==> src/rtl/vfpu_engine.sv <==
// Streaming FP32 min/max, sign-injection and compare engine with a 2-stage join pipeline.
// Define VFPU_ENGINE_FFLAGS_EN to build the sticky invalid-operation (nv_o) logic.
module vfpu_engine #(
    parameter int DATA_WIDTH = 32,
    parameter int LEN_WIDTH  = 16
) (
    input  logic                  clk_i,
    input  logic                  rst_i,
    input  logic                  start_i,
    input  logic [2:0]            op_i,
    input  logic [LEN_WIDTH-1:0]  len_i,
    input  logic [DATA_WIDTH-1:0] a_data_i,
    input  logic                  a_valid_i,
    output logic                  a_ready_o,
    input  logic [DATA_WIDTH-1:0] b_data_i,
    input  logic                  b_valid_i,
    output logic                  b_ready_o,
    output logic [DATA_WIDTH-1:0] r_data_o,
    output logic                  r_valid_o,
    input  logic                  r_ready_i,
    output logic                  busy_o,
    output logic                  done_o,
    output logic                  nv_o
);
    typedef enum logic [1:0] {ST_IDLE, ST_RUN, ST_DONE} state_e;

    localparam logic [2:0] OP_MIN   = 3'd0;
    localparam logic [2:0] OP_MAX   = 3'd1;
    localparam logic [2:0] OP_SGNJ  = 3'd2;
    localparam logic [2:0] OP_SGNJN = 3'd3;
    localparam logic [2:0] OP_SGNJX = 3'd4;
    localparam logic [2:0] OP_FEQ   = 3'd5;
    localparam logic [2:0] OP_FLT   = 3'd6;
    localparam logic [2:0] OP_FLE   = 3'd7;
    localparam logic [DATA_WIDTH-1:0] CANON_NAN = 32'h7FC0_0000;

    state_e                 state_q, state_d;
    logic [2:0]             op_q;
    logic [LEN_WIDTH-1:0]   len_q, in_cnt_q, out_cnt_q;
    logic                   s1_valid_q, s2_valid_q;
    logic [DATA_WIDTH-1:0]  s1_a_q, s1_b_q, s2_data_q;
    logic [DATA_WIDTH-1:0]  result_d;

    logic s2_adv, s1_adv, in_ok, in_fire, out_fire, job_start;

    assign s2_adv    = ~s2_valid_q | r_ready_i;
    assign s1_adv    = ~s1_valid_q | s2_adv;
    assign in_ok     = (state_q == ST_RUN) & (in_cnt_q < len_q) & s1_adv;
    assign in_fire   = a_valid_i & b_valid_i & in_ok;
    assign out_fire  = s2_valid_q & r_ready_i;
    assign job_start = (state_q == ST_IDLE) & start_i;

    // Each ready depends on the other side's valid so the two streams only ever fire together.
    assign a_ready_o = b_valid_i & in_ok;
    assign b_ready_o = a_valid_i & in_ok;
    assign r_data_o  = s2_data_q;
    assign r_valid_o = s2_valid_q;
    assign busy_o    = (state_q != ST_IDLE);
    assign done_o    = (state_q == ST_DONE);

    always_comb begin
        state_d = state_q;
        case (state_q)
            ST_IDLE: if (start_i) state_d = (len_i == '0) ? ST_DONE : ST_RUN;
            ST_RUN:  if (out_fire && (out_cnt_q + LEN_WIDTH'(1) == len_q)) state_d = ST_DONE;
            ST_DONE: state_d = ST_IDLE;
            default: state_d = ST_IDLE;
        endcase
    end

    // Operand classification on the stage-1 registers.
    logic a_nan, b_nan, any_nan, both_zero, mag_lt, mag_gt, lt_tot, eq;
    assign a_nan     = (&s1_a_q[30:23]) & (|s1_a_q[22:0]);
    assign b_nan     = (&s1_b_q[30:23]) & (|s1_b_q[22:0]);
    assign any_nan   = a_nan | b_nan;
    assign both_zero = ((s1_a_q[30:0] | s1_b_q[30:0]) == 31'd0);
    assign mag_lt    = s1_a_q[30:0] < s1_b_q[30:0];
    assign mag_gt    = s1_a_q[30:0] > s1_b_q[30:0];
    // Total order on non-NaN values where -0 sorts below +0; compares strip that with both_zero.
    assign lt_tot    = (s1_a_q[31] != s1_b_q[31]) ? s1_a_q[31] : (s1_a_q[31] ? mag_gt : mag_lt);
    assign eq        = (s1_a_q == s1_b_q) | both_zero;

    always_comb begin
        result_d = '0;
        case (op_q)
            OP_MIN, OP_MAX: begin
                if (a_nan & b_nan)  result_d = CANON_NAN;
                else if (a_nan)     result_d = s1_b_q;
                else if (b_nan)     result_d = s1_a_q;
                else if (op_q == OP_MIN) result_d = lt_tot ? s1_a_q : s1_b_q;
                else                result_d = lt_tot ? s1_b_q : s1_a_q;
            end
            OP_SGNJ:  result_d = {s1_b_q[31], s1_a_q[30:0]};
            OP_SGNJN: result_d = {~s1_b_q[31], s1_a_q[30:0]};
            OP_SGNJX: result_d = {s1_a_q[31] ^ s1_b_q[31], s1_a_q[30:0]};
            OP_FEQ:   result_d = {31'd0, ~any_nan & eq};
            OP_FLT:   result_d = {31'd0, ~any_nan & lt_tot & ~both_zero};
            OP_FLE:   result_d = {31'd0, ~any_nan & (eq | lt_tot)};
            default:  result_d = '0;
        endcase
    end

    always_ff @(posedge clk_i) begin
        if (rst_i) begin
            state_q    <= ST_IDLE;
            op_q       <= '0;
            len_q      <= '0;
            in_cnt_q   <= '0;
            out_cnt_q  <= '0;
            s1_valid_q <= 1'b0;
            s1_a_q     <= '0;
            s1_b_q     <= '0;
            s2_valid_q <= 1'b0;
            s2_data_q  <= '0;
        end else begin
            state_q <= state_d;
            if (job_start) begin
                op_q      <= op_i;
                len_q     <= len_i;
                in_cnt_q  <= '0;
                out_cnt_q <= '0;
            end else begin
                if (in_fire)  in_cnt_q  <= in_cnt_q + LEN_WIDTH'(1);
                if (out_fire) out_cnt_q <= out_cnt_q + LEN_WIDTH'(1);
            end
            if (s1_adv) begin
                s1_valid_q <= in_fire;
                if (in_fire) begin
                    s1_a_q <= a_data_i;
                    s1_b_q <= b_data_i;
                end
            end
            if (s2_adv) begin
                s2_valid_q <= s1_valid_q;
                if (s1_valid_q) s2_data_q <= result_d;
            end
        end
    end

`ifdef VFPU_ENGINE_FFLAGS_EN
    logic a_snan, b_snan, elem_nv_d, s2_nv_q, nv_q;
    assign a_snan = a_nan & ~s1_a_q[22];
    assign b_snan = b_nan & ~s1_b_q[22];

    always_comb begin
        elem_nv_d = 1'b0;
        case (op_q)
            OP_MIN, OP_MAX, OP_FEQ: elem_nv_d = a_snan | b_snan;
            OP_FLT, OP_FLE:         elem_nv_d = any_nan;
            default:                elem_nv_d = 1'b0;
        endcase
    end

    // The flag tracks elements as they leave stage 2, so an aborted element never raises it.
    always_ff @(posedge clk_i) begin
        if (rst_i) begin
            s2_nv_q <= 1'b0;
            nv_q    <= 1'b0;
        end else begin
            if (s2_adv && s1_valid_q) s2_nv_q <= elem_nv_d;
            if (job_start)                nv_q <= 1'b0;
            else if (out_fire && s2_nv_q) nv_q <= 1'b1;
        end
    end
    assign nv_o = nv_q;
`else
    assign nv_o = 1'b0;
`endif

endmodule

==> config.mk <==
export PLATFORM = sky130hd
export DESIGN_NAME = vfpu_engine
export DESIGN_NICKNAME = d
export VERILOG_FILES = /design/src/rtl/vfpu_engine.sv
export SDC_FILE = /design/constraint.sdc
export NUM_CORES = 1
export LEC_CHECK = 0
export CAP_MARGIN = 0
export CELL_PAD_IN_SITES_DETAIL_PLACEMENT = 1
export CELL_PAD_IN_SITES_GLOBAL_PLACEMENT = 1
export CORE_MARGIN = 1.5
export CORE_UTILIZATION = 40
export CTS_CLUSTER_DIAMETER = 40
export DETAILED_ROUTE_END_ITERATION = 10
export PLACE_DENSITY_LB_ADDON = 0.08
export SLEW_MARGIN = 0
export SYNTH_ARGS = -nofsm -noshare
export SYNTH_HDL_FRONTEND = slang
export SYNTH_SLANG_ARGS = --single-unit
==> constraint.sdc <==
create_clock -name clk_i -period 3.58 [get_ports clk_i]
set_input_delay 1.074 -clock clk_i [delete_from_list [all_inputs] [get_ports clk_i]]
set_output_delay 1.074 -clock clk_i [all_outputs]
set_load 0.05 [all_outputs]
==> summary.md <==
| Metric | Value |
|---|---|
| Class of the tightest hold or removal check | `reg2reg` |
| Count of unresolved DRC violations after routing | `0` |
| Number of rows in the core area | `53` |
| Syn nets | `1268` |
| Library cell used as clock root buffer | `sky130_fd_sc_hd__clkbuf_16` |
| Routed WL | `25700 um` |
| Number of antenna violations at the first check in global routing | `0` |
| Most used flip-flop cell after synthesis | `sky130_fd_sc_hd__dfxtp_1` |
| Combinational fraction of design power | `20.3%` |
| Number of I/O pins | `127` |
| Critical path data arrival time | `2.41 ns` |
| Post-synthesis to final-layout area growth | `27.4%` |
| Initial core utilization | `40.6%` |
| Cell taking the most area after synthesis | `sky130_fd_sc_hd__dfxtp_1` |
| Capturing element type of the critical path | `output port` |
| Core outline area | `20900 um^2` |
| Number of buffers inserted to repair setup after CTS | `0` |
| # clock sinks | `151` |
| Number of violations reported at the end of detailed-routing iteration 0 | `311` |
| Wire length of the first global-routing pass | `42000 um` |
| Core utilization of the finished layout | `51.7%` |
| Global router's overall resource usage | `24.2%` |
| Sequential share of power | `40.4%` |
| Number of cells after detailed placement | `1481` |
| Pin count of the biggest net entering global routing | `57` |
| Chip Width | `149 um` |
| Clock transition at the registers of the reported paths | `0.06 ns` |
| Share of Yosys cell area claimed by the top area cell type | `35.7%` |
| Transition time of the tightest slew-check pin | `0.692 ns` |
| Final cycle utilization of the critical path | `97.3%` |
| Net switching power figure | `1350 uW` |
| CTS tree | `yes` |
| NumNets Final | `1395` |
| Result of the run | `finished clean` |
| Internal power contribution | `3060 uW` |
| Diodes inserted | `0` |
| Min Tclk post-route | `3.48 ns` |
| Count of cell types in the netlist | `56` |
| Startpoint types | `input port` |
| Total cell area at the placement stage | `10200 um^2` |
| Fin cells | `1513` |
| Leftover overflow at the end of global routing | `0` |
| Top post-synthesis cells by area | `sky130_fd_sc_hd__dfxtp_1 36%, sky130_fd_sc_hd__ha_1 12%, sky130_fd_sc_hd__nand2_1 9.4%, sky130_fd_sc_hd__a21oi_1 6.8%, sky130_fd_sc_hd__inv_1 4.1%` |
| RSZ-0062 raised after global routing | `no` |
| Number of buffers inserted for hold repair after clock tree synthesis | `0` |
| Area of the mapped netlist | `8470 um^2` |
| Port bufs | `125` |
| Reported leakage power | `0.00405 uW` |
| Final hold violation count | `0` |
| Maximum buffer depth of the clock tree | `2` |
| Clk network pwr share | `39.2%` |
| Slew headroom | `53.7%` |
| Length of the first detailed-routing pass in iterations | `4` |
| Yosys warns | `0` |
| Worst slack at placement | `-0.0616 ns` |
| Largest incremental delay on the critical path | `0.52 ns` |
| Final estimated routing congestion in global placement | `0.846` |
| Bufs and invs on worst path | `2` |
| Synthesized instance count | `1098` |
| Setup Skew | `0.0105 ns` |
| Number of nets still failing antenna checks after routing | `0` |
| Mean instance size in the synthesized netlist | `7.72 um^2` |
| Power density over cell area | `409 nW/um^2` |
| Max Fanout on Critical Path | `4` |
| Fmax | `287 MHz` |
| H-tree level count | `4` |
| Type of the setup path with the least slack | `in2out` |
| Via count | `7916` |
| Clock insertion delay at the later pin of the skew report | `0.43 ns` |
| Sequential-to-total area share from yosys stat | `35.7%` |
| Final-layout worst hold slack | `0.484 ns` |
| Vias per std cell | `5.23` |
| Cell breakdown of the critical path | `clkdlybuf4s50_1, nor2b_1, nand2_2, o2111ai_4, nor2_4, and2_1, buf_12` |
| Post-DR wirelength/cell | `17.0 um` |
| Max IR drop VDD | `0.000320 V` |
| Final number of max-transition violations | `0` |
| Number of enable-type register cells in the synthesized netlist | `0` |
| Number of global-route vias before repair | `8079` |
| Die extent in y | `149 um` |
| Full die area | `22100 um^2` |
| Number of CTS-inserted buffers | `17` |
| Required @ worst endpoint | `2.51 ns` |
| Layout Cell Area excl Fill | `10800 um^2` |
| Switching share of total power | `30.6%` |
| Minimum setup slack in the final design | `0.0952 ns` |
| Slowest-stage cell, CP | `sky130_fd_sc_hd__clkdlybuf4s50_1` |
| Half-perimeter wire length of the detailed placement result | `19100 um` |
| Ratio of cells with drive above 1 in the final layout | `8.00%` |
| Maximum Capacitance Violations | `0` |
| Share of async-settable or async-resettable flops after synthesis | `0%` |
| Top delay family on crit path | `buffers and inverters` |
| Setup violations, final | `0` |
| Flop and latch count out of synthesis | `151` |
## cells in the mapped netlist, drive strengths merged, types with 2 or more instances
cell       n
or2        5
mux2       2
o211a     12
a211oi     2
a21o       6
o21a       2
buf        6
or3       16
nor2b      8
a31oi      4
inv       92
nand3     12
nor3b      2
clkbuf    51
o21ai     33
o31a       3
a21boi     2
and4       3
o311ai     2
a21oi    115
nand3b     2
nor4      26
and2       8
ha        81
xor2      20
and3       5
nor2      80
o2111ai    2
nand2    212
nand4     26
a221oi    23
xnor2     28
nor3      34
dfxtp    151
nand2b     8
## through the flow
stage          setup TNS [ns]  total power (uW)
6_report                    0              4410
5_1_grt                     0              4610
4_1_cts               -0.0153              4460
3_5_place_dp           -0.122              2710
3_3_place_gp           -0.110              2700
2_1_floorplan               0              2330
## per-layer routing
metal | share of wire (%) | up-vias | track usage (%)
met1 | 47 | 3789 | 31.0
met4 | 1.2 | 0 | 5.64
met3 | 2.9 | 25 | 3.71
met5 | 0 | - | 0
li1 | - | 3982 | -
met2 | 49 | 120 | 42.8
## tightest hold or removal path, stage by stage, from the launching register on
cell	delay [ns]
sky130_fd_sc_hd__dfxtp_2	0.34
sky130_fd_sc_hd__nand2_1	0.06
sky130_fd_sc_hd__a21oi_1	0.05
## flip-flops by register name, summed over array words and instances (netlist names)
register    count
out_cnt_q      16
s1_a_q         32
s1_valid_q      1
state_q         2
op_q            3
r_valid_o       1
r_data_o       32
s1_b_q         32
in_cnt_q       16
len_q          16
## power groups by stage
stage / clock network (uW) / logic [uW] / registers, uW
6_report: 1730 / 897 / 1780
5_1_grt: 1850 / 975 / 1790
4_1_cts: 1770 / 902 / 1780
3_5_place_dp: 0 / 890 / 1820
3_3_place_gp: 0 / 880 / 1820
2_1_floorplan: 0 / 494 / 1840
## layout make-up
cell class | instances | area (um^2)
sequential | 151 | 3020
clock inverter | 13 | 111
clock buffer | 19 | 453
tap | 275 | 344
timing repair buffer | 165 | 1610
multi-input combinational | 797 | 4910
inverter | 93 | 349
fill | 2611 | 10100
## cells by family after synthesis
group                    count (synthesis)  synth area share, %
AO/OA/AOI/OAI                          215                 16.0
XOR/XNOR                                48                 4.96
adder cells (fa/ha/maj)                 81                 12.0
buffers and inverters                  150                 6.91
flip-flops                             151                 35.7
multiplexers                             3                0.384
other                                    1               0.0443
AND/OR/NAND/NOR                        449                 24.1
## worst paths after layout
path                                  from          end  slack, ns  cells after the start
worst max-delay path             r_ready_i    a_ready_o        0.1                      7
worst min register to register    len_q[9]     len_q[9]       0.48                      2
worst min-delay path              len_q[9]     len_q[9]       0.48                      2
worst max register to register  s1_b_q[28]  r_data_o[4]       0.21                     12
## placed cells by master (no fill, tap or decap), types with 6 or more instances in the layout
master,netlist,routed
sky130_fd_sc_hd__nand2_1,212,211
sky130_fd_sc_hd__nor2b_1,8,8
sky130_fd_sc_hd__nand3_1,12,12
sky130_fd_sc_hd__a221oi_1,18,18
sky130_fd_sc_hd__nand4_1,26,26
sky130_fd_sc_hd__inv_1,92,91
sky130_fd_sc_hd__and2_1,8,7
sky130_fd_sc_hd__nor4_1,26,26
sky130_fd_sc_hd__ha_1,81,81
sky130_fd_sc_hd__xnor2_1,28,28
sky130_fd_sc_hd__inv_6,0,6
sky130_fd_sc_hd__o211a_1,12,12
sky130_fd_sc_hd__or3_1,16,16
sky130_fd_sc_hd__nand2b_1,8,8
sky130_fd_sc_hd__o21ai_0,32,31
sky130_fd_sc_hd__clkdlybuf4s50_1,0,122
sky130_fd_sc_hd__nor3_1,34,33
sky130_fd_sc_hd__buf_4,1,38
sky130_fd_sc_hd__dfxtp_1,151,150
sky130_fd_sc_hd__xor2_1,20,20
sky130_fd_sc_hd__clkbuf_16,0,17
sky130_fd_sc_hd__a21oi_1,115,114
sky130_fd_sc_hd__nor2_1,80,79
## timing repair
action / 4_1_cts / 5_1_grt
gates resized for setup: 4 / 5
endpoints found under the setup margin: 2 / 2
pin swaps: 1 / 1
endpoints found under the hold margin: 0 / 0
No activity file was read; power rests on OpenSTA's default activity.
